File: src/rtl/priority_encoder_8_to_3_if.sv
// Request/code bundle for the priority encoder: request lines, presented code
// with valid/ready handshake, and the pending/overrun status vectors.
interface priority_encoder_8_to_3_if #(
   parameter int N      = 8,
   parameter int CODE_W = 3
);
   logic [N-1:0]      in_lines;
   logic [CODE_W-1:0] out_code;
   logic              out_valid;
   logic              out_ready;
   logic [N-1:0]      pending_vec;
   logic [N-1:0]      overrun;
   logic              ovr_clr;

   // master: the encoder itself; slave: the request sources and code consumer
   modport master (
      input  in_lines, out_ready, ovr_clr,
      output out_code, out_valid, pending_vec, overrun
   );

   modport slave (
      output in_lines, out_ready, ovr_clr,
      input  out_code, out_valid, pending_vec, overrun
   );
endinterface

File: src/rtl/priority_encoder_8_to_3.sv
// Sticky request collector that presents the highest pending line index as a
// binary code, one code per valid/ready handshake.
//
// state   | meaning
// --------+--------------------------------------------------------------
// IDLE    | nothing presented; waits for any bit in the pending register
// PRESENT | out_code valid and held until accepted; reloads back-to-back
module priority_encoder_8_to_3 #(
   parameter int N      = 8,
   parameter int CODE_W = 3,
   parameter int EDGE   = 1
) (
   input  logic                         clk,
   input  logic                         rst_n,
   priority_encoder_8_to_3_if.master    bus
);

   typedef enum logic {IDLE, PRESENT} state_t;

   state_t            state_q, state_next;
   logic [N-1:0]      in_q;
   logic [N-1:0]      pending_q, pending_next;
   logic [N-1:0]      overrun_q, overrun_next;
   logic [CODE_W-1:0] code_q, code_next;
   logic              valid_q, valid_next;
   logic [N-1:0]      set_vec, clr_vec, ovr_set;
   logic              acc;

   function automatic logic [CODE_W-1:0] top_index(input logic [N-1:0] v);
      top_index = '0;
      for (int i = 0; i < N; i++) begin
         if (v[i]) top_index = CODE_W'(i);
      end
   endfunction

   always_comb begin
      set_vec = (EDGE != 0) ? (bus.in_lines & ~in_q) : bus.in_lines;
      acc     = valid_q & bus.out_ready;
      clr_vec = acc ? (N'(1) << code_q) : '0;
      // a line set in the same cycle its code is accepted stays pending
      pending_next = (pending_q & ~clr_vec) | set_vec;
      ovr_set      = set_vec & pending_q & ~clr_vec;
      overrun_next = (overrun_q & ~{N{bus.ovr_clr}}) | ovr_set;
   end

   always_comb begin
      state_next = state_q;
      code_next  = code_q;
      valid_next = valid_q;
      unique case (state_q)
         IDLE: begin
            valid_next = 1'b0;
            if (pending_q != '0) begin
               code_next  = top_index(pending_q);
               valid_next = 1'b1;
               state_next = PRESENT;
            end
         end
         PRESENT: begin
            valid_next = 1'b1;
            if (acc) begin
               if (pending_next != '0) begin
                  code_next = top_index(pending_next);
               end else begin
                  valid_next = 1'b0;
                  state_next = IDLE;
               end
            end
         end
         default: begin
            valid_next = 1'b0;
            state_next = IDLE;
         end
      endcase
   end

   always_ff @(posedge clk or negedge rst_n) begin
      if (!rst_n) begin
         state_q   <= IDLE;
         in_q      <= '0;
         pending_q <= '0;
         overrun_q <= '0;
         code_q    <= '0;
         valid_q   <= 1'b0;
      end else begin
         state_q   <= state_next;
         in_q      <= bus.in_lines;
         pending_q <= pending_next;
         overrun_q <= overrun_next;
         code_q    <= code_next;
         valid_q   <= valid_next;
      end
   end

   assign bus.out_code    = code_q;
   assign bus.out_valid   = valid_q;
   assign bus.pending_vec = pending_q;
   assign bus.overrun     = overrun_q;

endmodule

File: src/flat_wrapper.sv
// flat-port wrapper written by rule: the top's interface ports become plain ports
module priority_encoder_8_to_3_flat 
#(
   parameter int N      = 8,
   parameter int CODE_W = 3,
   parameter int EDGE   = 1
)
  (clk, rst_n, bus_in_lines, bus_out_ready, bus_ovr_clr, bus_out_code, bus_out_valid, bus_pending_vec, bus_overrun);
  priority_encoder_8_to_3_if #(.N(N), .CODE_W(CODE_W)) bus_i ();
  input  logic clk;
  input  logic rst_n;
  input wire logic [$bits(bus_i.in_lines)-1:0] bus_in_lines;
  input wire logic [$bits(bus_i.out_ready)-1:0] bus_out_ready;
  input wire logic [$bits(bus_i.ovr_clr)-1:0] bus_ovr_clr;
  output wire logic [$bits(bus_i.out_code)-1:0] bus_out_code;
  output wire logic [$bits(bus_i.out_valid)-1:0] bus_out_valid;
  output wire logic [$bits(bus_i.pending_vec)-1:0] bus_pending_vec;
  output wire logic [$bits(bus_i.overrun)-1:0] bus_overrun;
  assign bus_i.in_lines = bus_in_lines;
  assign bus_i.out_ready = bus_out_ready;
  assign bus_i.ovr_clr = bus_ovr_clr;
  assign bus_out_code = bus_i.out_code;
  assign bus_out_valid = bus_i.out_valid;
  assign bus_pending_vec = bus_i.pending_vec;
  assign bus_overrun = bus_i.overrun;
  priority_encoder_8_to_3 #(.N(N), .CODE_W(CODE_W), .EDGE(EDGE)) u_core (.clk(clk), .rst_n(rst_n), .bus(bus_i));
endmodule
File: config.mk
export PLATFORM = sky130hd
export DESIGN_NAME = priority_encoder_8_to_3_flat
export DESIGN_NICKNAME = d
export VERILOG_FILES = /design/src/rtl/priority_encoder_8_to_3_if.sv /design/src/rtl/priority_encoder_8_to_3.sv /design/src/flat_wrapper.sv
export SDC_FILE = /design/constraint.sdc
export NUM_CORES = 1
export LEC_CHECK = 0
export CORE_MARGIN = 1
export CORE_UTILIZATION = 43
export DETAILED_ROUTE_END_ITERATION = 8
export HOLD_SLACK_MARGIN = 0.03
export PLACE_DENSITY_LB_ADDON = 0.1
export SYNTH_ARGS = -nofsm -noshare
export SYNTH_HDL_FRONTEND = slang
export SYNTH_SLANG_ARGS = --single-unit
File: constraint.sdc
create_clock -name clk -period 2.1 [get_ports clk]
set_input_delay 0.315 -clock clk [delete_from_list [all_inputs] [get_ports clk]]
set_output_delay 0.315 -clock clk [all_outputs]
set_load 0.02 [all_outputs]
==> results.cfg <==
[power]
p_per_area_nw_per_um2 = 739
p_leak_nw = 0.788
swShare = 0.316
ir_worst_vdd_mv = 0.537
power.internal_uw = 911
p_comb_frac = 0.316
clkPwrFrac = 0.199
pwr-share-seq = 0.485
p_switching_uw = 421
power_mw = 1.33

[clock_tree]
cts_root_buffer = clkbuf_4
cts_tree = done
cts_sinks = 28
cts_buffers = 3
h-tree-depth = 1
clock_path_buffers = 2
clock_latency_ps = 330
clkTransAtPathRegs_ps = 150
postCtsHoldBufs = 0

[placed_design]
place_hpwl_um = 2130
gp_congestion = 0.883
port_buffers = 31
postPlaceCellArea_um2 = 1700

[synth]
synth_most_common_cell = dfrtp_1
ys_seq_area_frac = 0.566
synth_edf_count = 0
synth_top_cell_area_share = 0.566
async_flop_share = 1.00
synth_area_leaders = dfrtp_1 (57%), nand2b_1 (5.1%), o22ai_1 (4.0%)
synth_cell_types = 33
postSynthCellCount = 109
ys_warn_count = 0
synth_area_per_cell_um2 = 11.4
syn_nets = 121
synthesis.area_um2 = 1240
synth_common_cells = dfrtp_1 (28), nand2_1 (10), nand2b_1 (10)
synthFlopType = dfrtp_1
ys_ff_latch = 28
yosys.area.top_type = dfrtp_1

[critical_path]
crit_fanout = 4
criticalPathCategory = flop to flop
slowest_stage = dfrtp_2
path_cells = nand3b_4 -> o21ai_2 -> nand4_1 -> nor4_4 -> o22a_1 -> mux2_2
worstPathRequired_ps = 2330
critPathBufInv = 0
cp-start-kind = flop
crit_family = simple AND/OR/NAND/NOR gates
cp-end-kind = flop
ff2ff_setup_slack_ps = 60
crit_path_max_incr_delay_ps = 470
crit_arrival_ps = 2270

[timing]
fin_skew_ps = 4.41
period_needed_ps = 2040
setup_viol = 0
worstMarginPinSlew_ps = 367
finalHoldWorstSlack_ps = 351
timing.final.crit_share = 0.973
rsz0062_at_grt = false
hold_viol_final = 0
drv_slew = 0
maxSlewHeadroom = 0.755
max_freq_mhz = 489

[die]
start_util = 0.453
die_h_um = 55.6
core_um2 = 2730
rows = 19
dieArea_um2 = 3100
die-width_um = 55.6
io_pins = 32

[run_status]
run_status = finished, final reports clean

[cells_and_area]
areaGrowthSynthToFinish_pct = 45.8
design_area_um2 = 1800
drive_above_1_share = 0.267
finalNetCount = 174
antennaDiodeCount = 0

[detailed_routing]
drc = 0
routed_via_density = 5.31
first_iter_violations = 32
num_vias = 1020
wire_per_inst_um = 15.2
wl_um = 2920
ant_nets = 0
drt-pass1-iter-count = 4

[global_route]
grt_max_degree = 29
grt_pass1_vias = 1022
track_usage = 0.206
grt_pass1_wl_um = 4930
antenna_found_initial = 0
gr-total-overflow = 0

[run]
drv_cap = 0

[worst_hold_path]
hp-class = primary input to asynchronous set/reset pin
==> stage by stage <==
step                       util  TNS, ps  std cells  setup slack [ps]
after floorplan               -        0        109              14.0
after global placement    0.621     -974        185              -322
after detailed placement  0.621    -1120        185              -360
after CTS                 0.634        0        189              3.26
after global routing      0.660        0        192             0.735
final                     0.660        0        192              55.8
==> sequential cells by signal, summed over array words and instances (netlist names) <==
name	flops
u_core.bus.pending_vec	8
u_core.bus.overrun	8
u_core.in_q	8
u_core.bus.out_code	3
u_core.state_q	1
==> path summary, 6_finish.rpt <==
check	from	to	cells past startpoint
max	u_core.bus.out_code[0]	u_core.bus.out_code[2]	6
min	rst_n	u_core.in_q[1]	2
max reg2reg	u_core.bus.out_code[0]	u_core.bus.out_code[2]	6
min reg2reg	u_core.bus.overrun[1]	u_core.bus.overrun[1]	2
max in group asynchronous	rst_n	u_core.bus.out_code[2]	2
min in group clk	bus_out_ready	u_core.state_q	2
==> cell usage in the layout, fill, tap and decap left out, drive strengths merged, types with 2 or more instances in the layout <==
master,n
clkdlybuf4s50,30
dfrtp,28
buf,19
nand2b,11
nand2,10
inv,9
o22ai,9
o21ai,7
nor2,5
nand4,4
clkbuf,4
a21oi,3
o31ai,2
nor4,2
a31oi,2
nand3,2
mux2,2
==> cell families after synthesis <==
group / share of synthesized area
and+or+nand+nor: 0.213
AOI/OAI and AO/OA: 0.160
DFF: 0.566
buffers and inverters: 0.0394
muxes: 0.0212
==> layout make-up <==
class	instances	area [µm²]
clock buffers	4	36.3
fillers	223	930
multi-input cells	70	534
well taps	31	38.8
repair buffers	50	455
flip-flops and latches	28	706
inverters	9	33.8
==> repair_timing <==
action	in CTS	in global routing
resized for setup	0	13
endpoints found under the hold margin	0	0
setup endpoints to repair	0	3
setup buffers	0	3
==> layer usage <==
layer  up-vias  track usage  part of all wire
li1        499            -                 -
met1       496        0.303              0.49
met2        23        0.317              0.47
met3         2       0.0256             0.032
met4         0       0.0714            0.0065
met5         -            0                 0
==> power by group through the flow <==
stage                     logic (mW)  clock network, mW  registers (mW)
after global placement         0.375                  0           0.650
final                          0.421              0.265           0.646
after CTS                      0.380              0.270           0.641
after global routing           0.448              0.297           0.654
after detailed placement       0.379                  0           0.652
after floorplan                0.120                  0           0.700
Note: power is estimated with default switching activity, not from simulation.
